`config.mk`:
```
export PLATFORM = sky130hd
export DESIGN_NAME = instr_fetch
export DESIGN_NICKNAME = d
export VERILOG_FILES = /design/src/rtl/instr_fetch.sv
export SDC_FILE = /design/constraint.sdc
export NUM_CORES = 1
export LEC_CHECK = 0
export ABC_AREA = 1
export BUFFER_PORTS_ARGS = -buffer_cell sky130_fd_sc_hd__buf_2
export CAP_MARGIN = 40
export CORE_ASPECT_RATIO = 0.6
export CORE_MARGIN = 5
export CORE_UTILIZATION = 26
export DETAILED_ROUTE_END_ITERATION = 7
export PLACE_DENSITY = 0.45
export RECOVER_POWER = 50
export SKIP_LAST_GASP = 1
export SLEW_MARGIN = 10
export SYNTH_ARGS = -nofsm -noshare
export SYNTH_HDL_FRONTEND = slang
export SYNTH_SLANG_ARGS = --single-unit
```
`constraint.sdc`:
```
create_clock -name clk -period 2.9 [get_ports clk]
set_clock_uncertainty 0.2 [all_clocks]
set_input_delay 0.29 -clock clk [delete_from_list [all_inputs] [get_ports clk]]
set_output_delay 0.29 -clock clk [all_outputs]
set_load 0.005 [all_outputs]
```
`src/rtl/instr_fetch.sv`:
```
// Instruction fetch unit: issues reads to a registered-output instruction memory and
// queues returning instructions in a credit-tracked FIFO. Optional perf counters under IFETCH_PERF_EN.
module instr_fetch #(
    parameter int PC_W     = 8,
    parameter int INSTR_W  = 30,
    parameter int RESET_PC = 0,
    parameter int DEPTH    = 2
) (
    input  logic               clk,
    input  logic               rst_n,
    output logic               fetch_en,
    output logic [PC_W-1:0]    pc,
    input  logic [INSTR_W-1:0] instruction,
    input  logic               redirect_valid,
    input  logic [PC_W-1:0]    redirect_pc,
    input  logic               halt,
    output logic               out_valid,
    input  logic               out_ready,
    output logic [INSTR_W-1:0] out_instr,
    output logic [PC_W-1:0]    out_pc
`ifdef IFETCH_PERF_EN
    ,
    output logic [15:0]        perf_fetch_cnt,
    output logic [15:0]        perf_stall_cnt
`endif
);

    localparam int PTR_W = (DEPTH > 1) ? $clog2(DEPTH) : 1;
    localparam int CNT_W = $clog2(DEPTH + 1);

    logic               inflight;
    logic               epoch;
    logic               tag_epoch;
    logic [PC_W-1:0]    tag_pc;

    logic [INSTR_W-1:0] fifo_instr [DEPTH];
    logic [PC_W-1:0]    fifo_pc    [DEPTH];
    logic [PTR_W-1:0]   rd_ptr;
    logic [PTR_W-1:0]   wr_ptr;
    logic [CNT_W-1:0]   count;

    logic               pop;
    logic               push;
    logic               issue;
    logic [CNT_W:0]     credit_need;

    function automatic logic [PTR_W-1:0] next_ptr(input logic [PTR_W-1:0] p);
        return (p == PTR_W'(DEPTH - 1)) ? '0 : p + PTR_W'(1);
    endfunction

    // The memory writes whenever fetch_en is low, so it is never allowed to drop.
    assign fetch_en  = 1'b1;
    assign out_valid = (count != '0);
    assign out_instr = fifo_instr[rd_ptr];
    assign out_pc    = fifo_pc[rd_ptr];

    // Issue only if the response plus everything already owed still fits after this cycle's pop.
    always_comb begin
        pop         = out_valid && out_ready;
        push        = inflight && (tag_epoch == epoch) && !redirect_valid;
        credit_need = {1'b0, count} + (CNT_W + 1)'(inflight) + (CNT_W + 1)'(1)
                      - (CNT_W + 1)'(pop);
        issue       = !halt && !redirect_valid && (credit_need <= (CNT_W + 1)'(DEPTH));
    end

    always_ff @(posedge clk) begin
        if (!rst_n) begin
            pc        <= PC_W'(RESET_PC);
            inflight  <= 1'b0;
            epoch     <= 1'b0;
            tag_epoch <= 1'b0;
            tag_pc    <= '0;
        end else if (redirect_valid) begin
            pc       <= redirect_pc;
            epoch    <= ~epoch;
            inflight <= 1'b0;
        end else if (issue) begin
            pc        <= pc + PC_W'(1);
            inflight  <= 1'b1;
            tag_pc    <= pc;
            tag_epoch <= epoch;
        end else begin
            inflight <= 1'b0;
        end
    end

    // Redirect flushes the queue; a response landing in the same cycle is dropped.
    always_ff @(posedge clk) begin
        if (!rst_n) begin
            rd_ptr <= '0;
            wr_ptr <= '0;
            count  <= '0;
            for (int i = 0; i < DEPTH; i++) begin
                fifo_instr[i] <= '0;
                fifo_pc[i]    <= '0;
            end
        end else if (redirect_valid) begin
            rd_ptr <= '0;
            wr_ptr <= '0;
            count  <= '0;
        end else begin
            if (push) begin
                fifo_instr[wr_ptr] <= instruction;
                fifo_pc[wr_ptr]    <= tag_pc;
                wr_ptr             <= next_ptr(wr_ptr);
            end
            if (pop) begin
                rd_ptr <= next_ptr(rd_ptr);
            end
            if (push && !pop) begin
                count <= count + CNT_W'(1);
            end else if (!push && pop) begin
                count <= count - CNT_W'(1);
            end
        end
    end

    assert property (@(posedge clk) disable iff (!rst_n) !(push && count == CNT_W'(DEPTH)));

`ifdef IFETCH_PERF_EN
    always_ff @(posedge clk) begin
        if (!rst_n) begin
            perf_fetch_cnt <= '0;
            perf_stall_cnt <= '0;
        end else begin
            if (issue && perf_fetch_cnt != 16'hFFFF) begin
                perf_fetch_cnt <= perf_fetch_cnt + 16'd1;
            end
            if (out_valid && !out_ready && perf_stall_cnt != 16'hFFFF) begin
                perf_stall_cnt <= perf_stall_cnt + 16'd1;
            end
        end
    end
`endif

endmodule

```
# [After elaboration in Yosys (flattened, before gate mapping)]
# Memory sizes are Yosys's and may differ from the RTL's. A register that Yosys moved wholly into a read port is not among the register bits.
# Index checks and enable logic that the tools add are counted.
[totals] ff_bits=23 ram_bits=76 inputBits=43 out_inout_bits=48 elab_cells=63 n_memories=2
[memory_table] name="fifo_instr" depth=2 width=30 read_ports=1 rd_clocked_by_memory_dff=1 wr=2 line="36" rtl="logic [INSTR_W-1:0] fifo_instr [DEPTH];"
[memory_table] name="fifo_pc" depth=2 width=8 read_ports=1 rd_clocked_by_memory_dff=1 wr=2 line="37" rtl="logic [PC_W-1:0] fifo_pc [DEPTH];"
[classes] add_sub_neg=8 order_cmp=1 n_eq_ne=1 n_mux=22 bitwise=3 n_reduce_logical=18
[op_table] cell="2-to-1 mux 30 bit" n=1
[op_table] cell="OR reduction 30 bit" n=1
[op_table] cell="2-to-1 mux 8 bit" n=3
[op_table] cell="2-to-1 mux 1 bit" n=16
[op_table] cell="adder 8 x 1 -> 8 bit, second input constant" n=1
[op_table] cell="OR reduction 8 bit" n=1
[op_table] cell="logical AND 1 bit" n=7
[op_table] cell="nonzero test 2 bit" n=3
[op_table] cell="logical NOT 1 bit" n=4
[op_table] cell="2-to-1 mux 2 bit" n=2
[op_table] cell="adder 2 x 1 -> 3 bit" n=1
[op_table] cell="adder 3 x 1 -> 3 bit, second input constant" n=1
[op_table] cell="<= comparator 3 x 2 -> 1 bit, second input constant" n=1
[op_table] cell="inverter 1 bit" n=3
[op_table] cell="subtractor 3 x 1 -> 3 bit" n=1
[op_table] cell="adder 1 bit, second input constant" n=2
[op_table] cell="adder 2 x 1 -> 2 bit, second input constant" n=1
[op_table] cell="AND reduction 2 bit" n=1
[op_table] cell="OR reduction 2 bit" n=1
[op_table] cell="subtractor 2 x 1 -> 2 bit, second input constant" n=1
[op_table] cell="== test 1 bit" n=1

# [Logic depth before layout (Yosys ltp)]
# Gate-level depths: netlist of the first run.
[logic_depth] word_depth=9 ltp_mapped=14 ltp_nobuf=14

# [Worst setup path after synthesis of the first run]
# No wires, ideal clock.
[synth_path] kind="reg2reg" from="register epoch" to="memory fifo_instr[1][0], enable pin" setup_ps=396 t_arrival_ps=1861 required_ps=2304 path_slack_ps=443 path_stages_with_launch=9 path_buffers=2 period_less_slack_ps=2457 cell_sequence="dfxtp_1 inv_1 nand2_2 nand4_4 nor2_4 nand2_2 buf_6 buf_8 nand2_1"
[synth_rtl] element="start: declaration" line="32" rtl="logic epoch;"
[synth_rtl] element="start signal: assignment" line="75" rtl="epoch <= ~epoch;"
[synth_rtl] element="end: declaration" line="36"

# [Final worst setup path of the first run]
[layout_path] from="register count[0]" to="register tag_pc[1]"
[layout_via] elab_chain_cells=6 word_cells_on_any_way=8
[layout_rtl] element="start: declaration" line="40" rtl="logic [CNT_W-1:0] count;"
[layout_rtl] element="start signal: assignment" line="111" rtl="count <= count + CNT_W'(1);"
[layout_rtl] element="start signal: assignment" line="113" rtl="count <= count - CNT_W'(1);"
[layout_rtl] element="adder 2 x 1 -> 3 bit or nonzero test 2 bit (tied branches)" line="61, 53"
[layout_rtl] element="adder 3 x 1 -> 3 bit or logical AND 1 bit (tied branches)" line="61, 59"
[layout_rtl] element="subtractor 3 x 1 -> 3 bit (*)" line="62" rtl="- (CNT_W + 1)'(pop);"
[layout_rtl] element="<= comparator 3 x 2 -> 1 bit (*)" line="63" rtl="issue = !halt && !redirect_valid && (credit_need <= (CNT_W + 1)'(DEPTH));"
[layout_rtl] element="logical AND 1 bit (*)" line="63"
[layout_rtl] element="AND reduction 2 bit (no line) (*)"
[layout_rtl] element="end signal: assignment" line="80" rtl="tag_pc <= pc;"
[layout_rtl] element="end: declaration" line="34" rtl="logic [PC_W-1:0] tag_pc;"
# Mark *: on every way between the ends. The rest lies on a longest branch, timed or not.
# A chain may end at the register's enable or synchronous reset.

==> results of run 1 <==
state kept, by name, summed over array words and instances, names as in the netlist, named ones only:
register	flops
fifo_pc	16
tag_pc	8
epoch	1
count	2
rd_ptr	1
inflight	1
fifo_instr	60
pc	8
tag_epoch	1
wr_ptr	1
kinds of logic (layout without fill, tap and decap cells):
| logic type | count (synthesis) | count (layout) |
|---|---|---|
| AO/OA/AOI/OAI | 33 | 33 |
| XOR/XNOR | 2 | 2 |
| adder cells (fa/ha/maj) | 5 | 5 |
| buffers and inverters | 79 | 176 |
| flip-flops | 100 | 100 |
| multiplexers | 38 | 38 |
| other | 1 | 1 |
| AND/OR/NAND/NOR | 153 | 153 |
tightest hold or removal path, delay by kind of cell:
| kind | cells | cell delay, ns |
|---|---|---|
| simple gates | 4 | 0.19 |
| buf+inv | 1 | 0.08 |
area by class of cell:
class | instances | area, sq um | area share, %
clock buffer | 9 | 225.2 | 4.065
clock inverter | 7 | 57.56 | 1.039
inverter | 60 | 225.2 | 4.065
multi-input combinational | 232 | 1449 | 26.15
sequential | 100 | 2764 | 49.89
tap | 234 | 292.8 | 5.285
timing repair buffer | 100 | 526.8 | 9.508
per-layer routing:
metal / global-route usage, % / up-vias / wire (um)
li1: - / 1531 / -
met2: 16.80 / 90 / 4821
met1: 13.72 / 1515 / 4983
met3: 4.080 / 7 / 748
met5: 0 / - / 0
met4: 1.749 / 0 / 62
cell usage after synthesis (all sizes together):
master,count,share of area [%]
conb,1,0.082
nor3b,1,0.16
edfxtp,76,50
clkbuf,3,0.25
o21bai,1,0.16
o21ai,12,1.3
nand4,3,0.74
mux2,38,9.3
buf,16,2.5
a21oi,19,2.1
nand3b,1,0.16
dfxtp,24,10
nor3,1,0.11
nand2,45,3.8
nor2,83,9.9
fa,1,0.44
nand3,18,2.1
or2,1,0.14
xor2,2,0.38
a31oi,1,0.14
ha,4,1.1
inv,60,4.9
power by group through the flow:
stage / registers [mW] / logic (mW) / clock network [mW]
2_1_floorplan: 1.65 / 0.136 / 0
3_3_place_gp: 1.65 / 0.241 / 0
3_5_place_dp: 1.65 / 0.246 / 0
4_1_cts: 1.62 / 0.247 / 1.20
5_1_grt: 1.63 / 0.267 / 1.26
6_report: 1.62 / 0.234 / 1.15
worst max-delay path by stage:
stage	to	cells past startpoint
6_report	tag_pc[1]	12
5_1_grt	pc[0]	12
4_1_cts	tag_pc[1]	12
3_5_place_dp	tag_pc[1]	12
3_3_place_gp	pc[1]	12
2_1_floorplan	fifo_instr[1][0]	8
stage by stage:
stage                     total power [mW]  instances  hold slack (ns)  setup slack (ns)
after CTS                            3.068        742          0.02365            0.4022
final                                3.009        742          0.04094            0.4253
after detailed placement             1.900        726           0.2753            0.4221
after global routing                 3.154        742          0.04375            0.1601
after global placement               1.893        726           0.2746            0.5577
after floorplan                      1.783        411           0.2445            0.4435
==> flow_metrics.env, run 1 <==
export IMPL_yosysSeqAreaShare_pct=60.21
export IMPL_num_fill_cells=1823
export IMPL_post_cts_resized=0
export IMPL_synth_fa_ha_area_share_pct=1.527
export IMPL_worstPathRequired_ns=2.97
export IMPL_internal_power_mw=2.286
export IMPL_min_period_ns=2.475
export IMPL_clock_latency_ns=0.34
export IMPL_vias_per_cell=4.236
export IMPL_power_frac_seq_pct=53.9
export IMPL_port_buffers=89
export IMPL_tightest_slew_ns=1.281
export IMPL_hpwlAfterDp_um=7318
export IMPL_fp_coreArea_sq_um=17220
export IMPL_cp_arrival_ns=2.54
export IMPL_cts_buffers=9
export IMPL_maxSlewHeadroom_pct=14.57
export IMPL_worstPathMaxFanout=17
export IMPL_placed_cell_area_sq_um=5314
export IMPL_drc=0
export IMPL_start_kind="register"
export IMPL_routabilityCongestion=0.7014
export IMPL_wl_per_cell_um=14.31
export IMPL_grt_max_degree=39
export IMPL_die_area_sq_um=20490
export IMPL_firstDrtPassIters=4
export IMPL_synthToLayoutAreaGrowth_pct=20.75
export IMPL_rsz0062_at_grt="no"
export IMPL_clock_sinks=100
export IMPL_critical_path_top_delay_family="adder cells"
export IMPL_hold_class="in2reg"
export IMPL_drive_gt1_share_pct=34.45
export IMPL_clk_pin_slew_worst_paths_ns=0.07
export IMPL_r2r_start="count[0]"
export IMPL_p_sw_share_pct=24.03
export IMPL_worstSetupPathType="reg2reg"
export IMPL_critPathCaptureType="register"
export IMPL_nets=551
export IMPL_mostFrequentLayoutCell="buf_2"
export IMPL_final_cell_mix="buf_2, edfxtp_1, nor2_1, inv_1, nand2_1"
export IMPL_r2r_slack_ns=0.43
export IMPL_design_area_sq_um=5540
export IMPL_cts_tree="done"
export IMPL_synthSimpleGateAreaFrac_pct=17.13
export IMPL_grtUsageTotal_pct=10.47
export IMPL_power_leakage_nw=2.387
export IMPL_grt_pass1_wl_um=17020
export IMPL_hold_viol=0
export IMPL_first_global_vias=3297
export IMPL_initial_core_util_pct=26.64
export IMPL_vdd_drop_max_mv=0.2416
export IMPL_antenna_cells=0
export IMPL_outcome="completed"
export IMPL_clock_path_buffers=2
export IMPL_fin_crit_sh_pct=85.34
export IMPL_hold_depth=5
export IMPL_holdCritStartpoint="redirect_pc[5]"
export IMPL_setup_viol=0
export IMPL_synthesis_nets=459
export IMPL_combPwrFrac_pct=7.8
export IMPL_synth_compound_area_share_pct=3.681
export IMPL_antenna_left=0
export IMPL_wl_um=10620
export IMPL_avgSynthCellArea_sq_um=11.16
export IMPL_clock_power_share_pct=38.3
export IMPL_tns_ns=0
export IMPL_ys_warnings_count=0
export IMPL_cts_root_buffer="clkbuf_16"
export IMPL_fmax_mhz=404.1
export IMPL_r2r_cells=12
export IMPL_power_density_nw_per_um2=543.0
export IMPL_cts_setup_buffers=0
export IMPL_die_w_um=181.5
export IMPL_ys_ff_latch=100
export IMPL_overflow=0
export IMPL_synthMuxAreaShare_pct=9.326
export IMPL_p_sw_mw=0.7231
export IMPL_antenna_found_initial=0
export IMPL_crit_buf_inv=3
export IMPL_path_common_cell="nand2_1"
export IMPL_r2r_end="tag_pc[1]"
export IMPL_synth_top_family_by_area="simple AND/OR/NAND/NOR gates"
export IMPL_h_tree_depth=3
export IMPL_num_rows=37
export IMPL_cts_hold_buf=0
export IMPL_maxSlewViolCount=0
export IMPL_vias=3143
export IMPL_hold_path_end="pc[5]"
export IMPL_final_util_pct=32.17
export IMPL_dieHeight_um=112.9
export IMPL_io_pin_count=91
export IMPL_postSynthCellCount=411
export IMPL_crit_slowest_cell="fa_1"
export IMPL_crit_chain="inv_1 > nand2_1 > nand2_1 > fa_1 > inv_1 > ha_1 > nand3_1 > nand2_1 > nand2_2 > buf_4 > o21ai_0 > a21oi_1"
export IMPL_netlist_area_sq_um=4588
export IMPL_crit_path_max_incr_delay_ns=0.42
export IMPL_synth_xor_area_share_pct=0.3818
export IMPL_drtIter0Drc=146
export IMPL_cp_startpoint="count[0]"
export IMPL_max_cap_viol_count=0
export IMPL_yosysUniqueCellTypes=30
(Power assumes the default switching activity.)
==> run 2: changes to the inputs <==
--- a/config.mk
+++ b/config.mk
@@ -12,6 +12,7 @@
 export CORE_MARGIN = 5
 export CORE_UTILIZATION = 26
 export DETAILED_ROUTE_END_ITERATION = 7
+export MAX_ROUTING_LAYER = met4
 export PLACE_DENSITY = 0.45
 export RECOVER_POWER = 50
 export SKIP_LAST_GASP = 1
==> run 2 against run 1 <==
Compared with the run above:
- first-iteration DRC count is the same
- largest power group unchanged
- core utilization stayed put
- design area is the same
- via count rose by 0.57%
- highest routed layer unchanged
==> flow_metrics.env, run 2 (synthesis gave the netlist of run 1 again) <==
export IMPL_overflow=0
export IMPL_tns_ns=0
export IMPL_cts_buffers=9
export IMPL_tightest_slew_ns=1.273
export IMPL_maxSlewHeadroom_pct=15.11
export IMPL_dieHeight_um=112.9
export IMPL_place_inst=726
export IMPL_crit_chain="inv_1 > nand2_1 > nand2_1 > fa_1 > inv_1 > ha_1 > nand3_1 > nand2_1 > nand2_2 > buf_4 > o21ai_0 > a21oi_1"
export IMPL_hold_class="in2reg"
export IMPL_die_w_um=181.5
export IMPL_synthToLayoutAreaGrowth_pct=20.75
export IMPL_fmax_mhz=402.9
export IMPL_largestRegisters="fifo_instr (60), fifo_pc (16)"
export IMPL_rsz0062_at_grt="no"
export IMPL_grt_pass1_wl_um=16980
export IMPL_critPathCaptureType="register"
export IMPL_vdd_drop_max_mv=0.2430
export IMPL_maxSlewViolCount=0
export IMPL_setup_slack_ns=0.4180
export IMPL_final_util_pct=32.17
export IMPL_place_ws_ns=0.4221
export IMPL_hpwlAfterDp_um=7318
export IMPL_antenna_left=0
export IMPL_power_leakage_nw=2.387
export IMPL_cts_tree="done"
export IMPL_grtUsageTotal_pct=10.78
export IMPL_vias=3161
export IMPL_placed_cell_area_sq_um=5314
export IMPL_final_cell_mix="buf_2, edfxtp_1, nor2_1, inv_1, nand2_1"
export IMPL_design_area_sq_um=5540
export IMPL_io_pin_count=91
export IMPL_worstPathRequired_ns=2.97
export IMPL_start_kind="register"
export IMPL_vias_per_cell=4.260
export IMPL_whs_ns=0.04058
export IMPL_r2r_slack_ns=0.42
export IMPL_worstSetupPathType="reg2reg"
export IMPL_drive_gt1_share_pct=34.45
export IMPL_min_period_ns=2.482
export IMPL_crit_slowest_cell="fa_1"
export IMPL_grt_max_degree=39
export IMPL_clk_pin_slew_worst_paths_ns=0.07
export IMPL_drc=0
export IMPL_wl_per_cell_um=14.30
export IMPL_fp_coreArea_sq_um=17220
export IMPL_fin_crit_sh_pct=85.59
export IMPL_cts_setup_buffers=0
export IMPL_crit_path_max_incr_delay_ns=0.42
export IMPL_port_buffers=89
export IMPL_clock_latency_ns=0.34
export IMPL_hold_path_end="pc[5]"
export IMPL_antenna_found_initial=0
export IMPL_fin_cells=742
export IMPL_post_cts_resized=0
export IMPL_max_cap_viol_count=0
export IMPL_nets=551
export IMPL_drtIter0Drc=146
export IMPL_power_density_nw_per_um2=543.6
export IMPL_cts_root_buffer="clkbuf_16"
export IMPL_die_area_sq_um=20490
export IMPL_firstDrtPassIters=4
export IMPL_holdCritStartpoint="redirect_pc[5]"
export IMPL_clock_sinks=100
export IMPL_clock_path_buffers=2
export IMPL_num_rows=37
export IMPL_cp_arrival_ns=2.55
export IMPL_setup_viol=0
export IMPL_wl_um=10610
export IMPL_routabilityCongestion=0.7092
export IMPL_h_tree_depth=3
export IMPL_initial_core_util_pct=26.64
export IMPL_outcome="completed"
export IMPL_critical_path_top_delay_family="adder cells"
export IMPL_top_register="fifo_instr"
export IMPL_largest_reg_flops=60
export IMPL_first_global_vias=3299
export IMPL_hold_viol=0
export IMPL_mostFrequentLayoutCell="buf_2"
export IMPL_hold_depth=5
export IMPL_path_common_cell="nand2_1"
export IMPL_r2r_cells=12
export IMPL_crit_buf_inv=3
export IMPL_antenna_cells=0
export IMPL_total_power_mw=3.012
export IMPL_r2r_end="tag_pc[1]"
export IMPL_cts_hold_buf=0
export IMPL_worstPathMaxFanout=17
export IMPL_r2r_start="count[0]"
==> run 2: cell counts in the layout (fill, tap and decap cells not counted) <==
No cell type changed its count.
==> run 2: final cells by class <==
class                           count  area [sq um]
Inverter                           60         225.2
Timing Repair Buffer              100         526.8
Fill cell                        1823         11680
Clock inverter                      7         57.56
Tap cell                          234         292.8
Sequential cell                   100          2764
Clock buffer                        9         225.2
Multi-Input combinational cell    232          1449
==> run 2: worst max path at each step <==
stage | start | depth (start not counted) | slack, ns | to
floorplan | epoch | 8 | 0.44 | fifo_instr[1][0]
global placement | count[0] | 12 | 0.56 | pc[1]
detailed placement | count[0] | 12 | 0.42 | tag_pc[1]
CTS | count[0] | 12 | 0.40 | tag_pc[1]
global route | count[0] | 12 | 0.15 | pc[0]
finish | count[0] | 12 | 0.42 | tag_pc[1]
==> run 2: power by group <==
group          internal [mW]  leakage [nW]  total [mW]  switching [mW]
clock                  0.596         0.136        1.15           0.558
sequential              1.59         0.986        1.62          0.0287
combinational         0.0955          1.26       0.235           0.139
total                   2.29          2.39        3.01           0.726
==> run 2: per-layer routing <==
metal | vias to the layer above | share of wire (%) | wire, um | track usage (%)
met5 | - | 0 | 0 | -
met4 | 0 | 0.66 | 70 | 1.749
met3 | 10 | 5.8 | 620 | 3.373
met2 | 90 | 46 | 4830 | 16.78
met1 | 1533 | 48 | 5091 | 14.18
li1 | 1528 | - | - | -
==> run 2: worst min-delay path: cells and delay by family <==
kind                   cells  cell delay (ns)
buffers and inverters      1             0.08
and+or+nand+nor            4             0.19
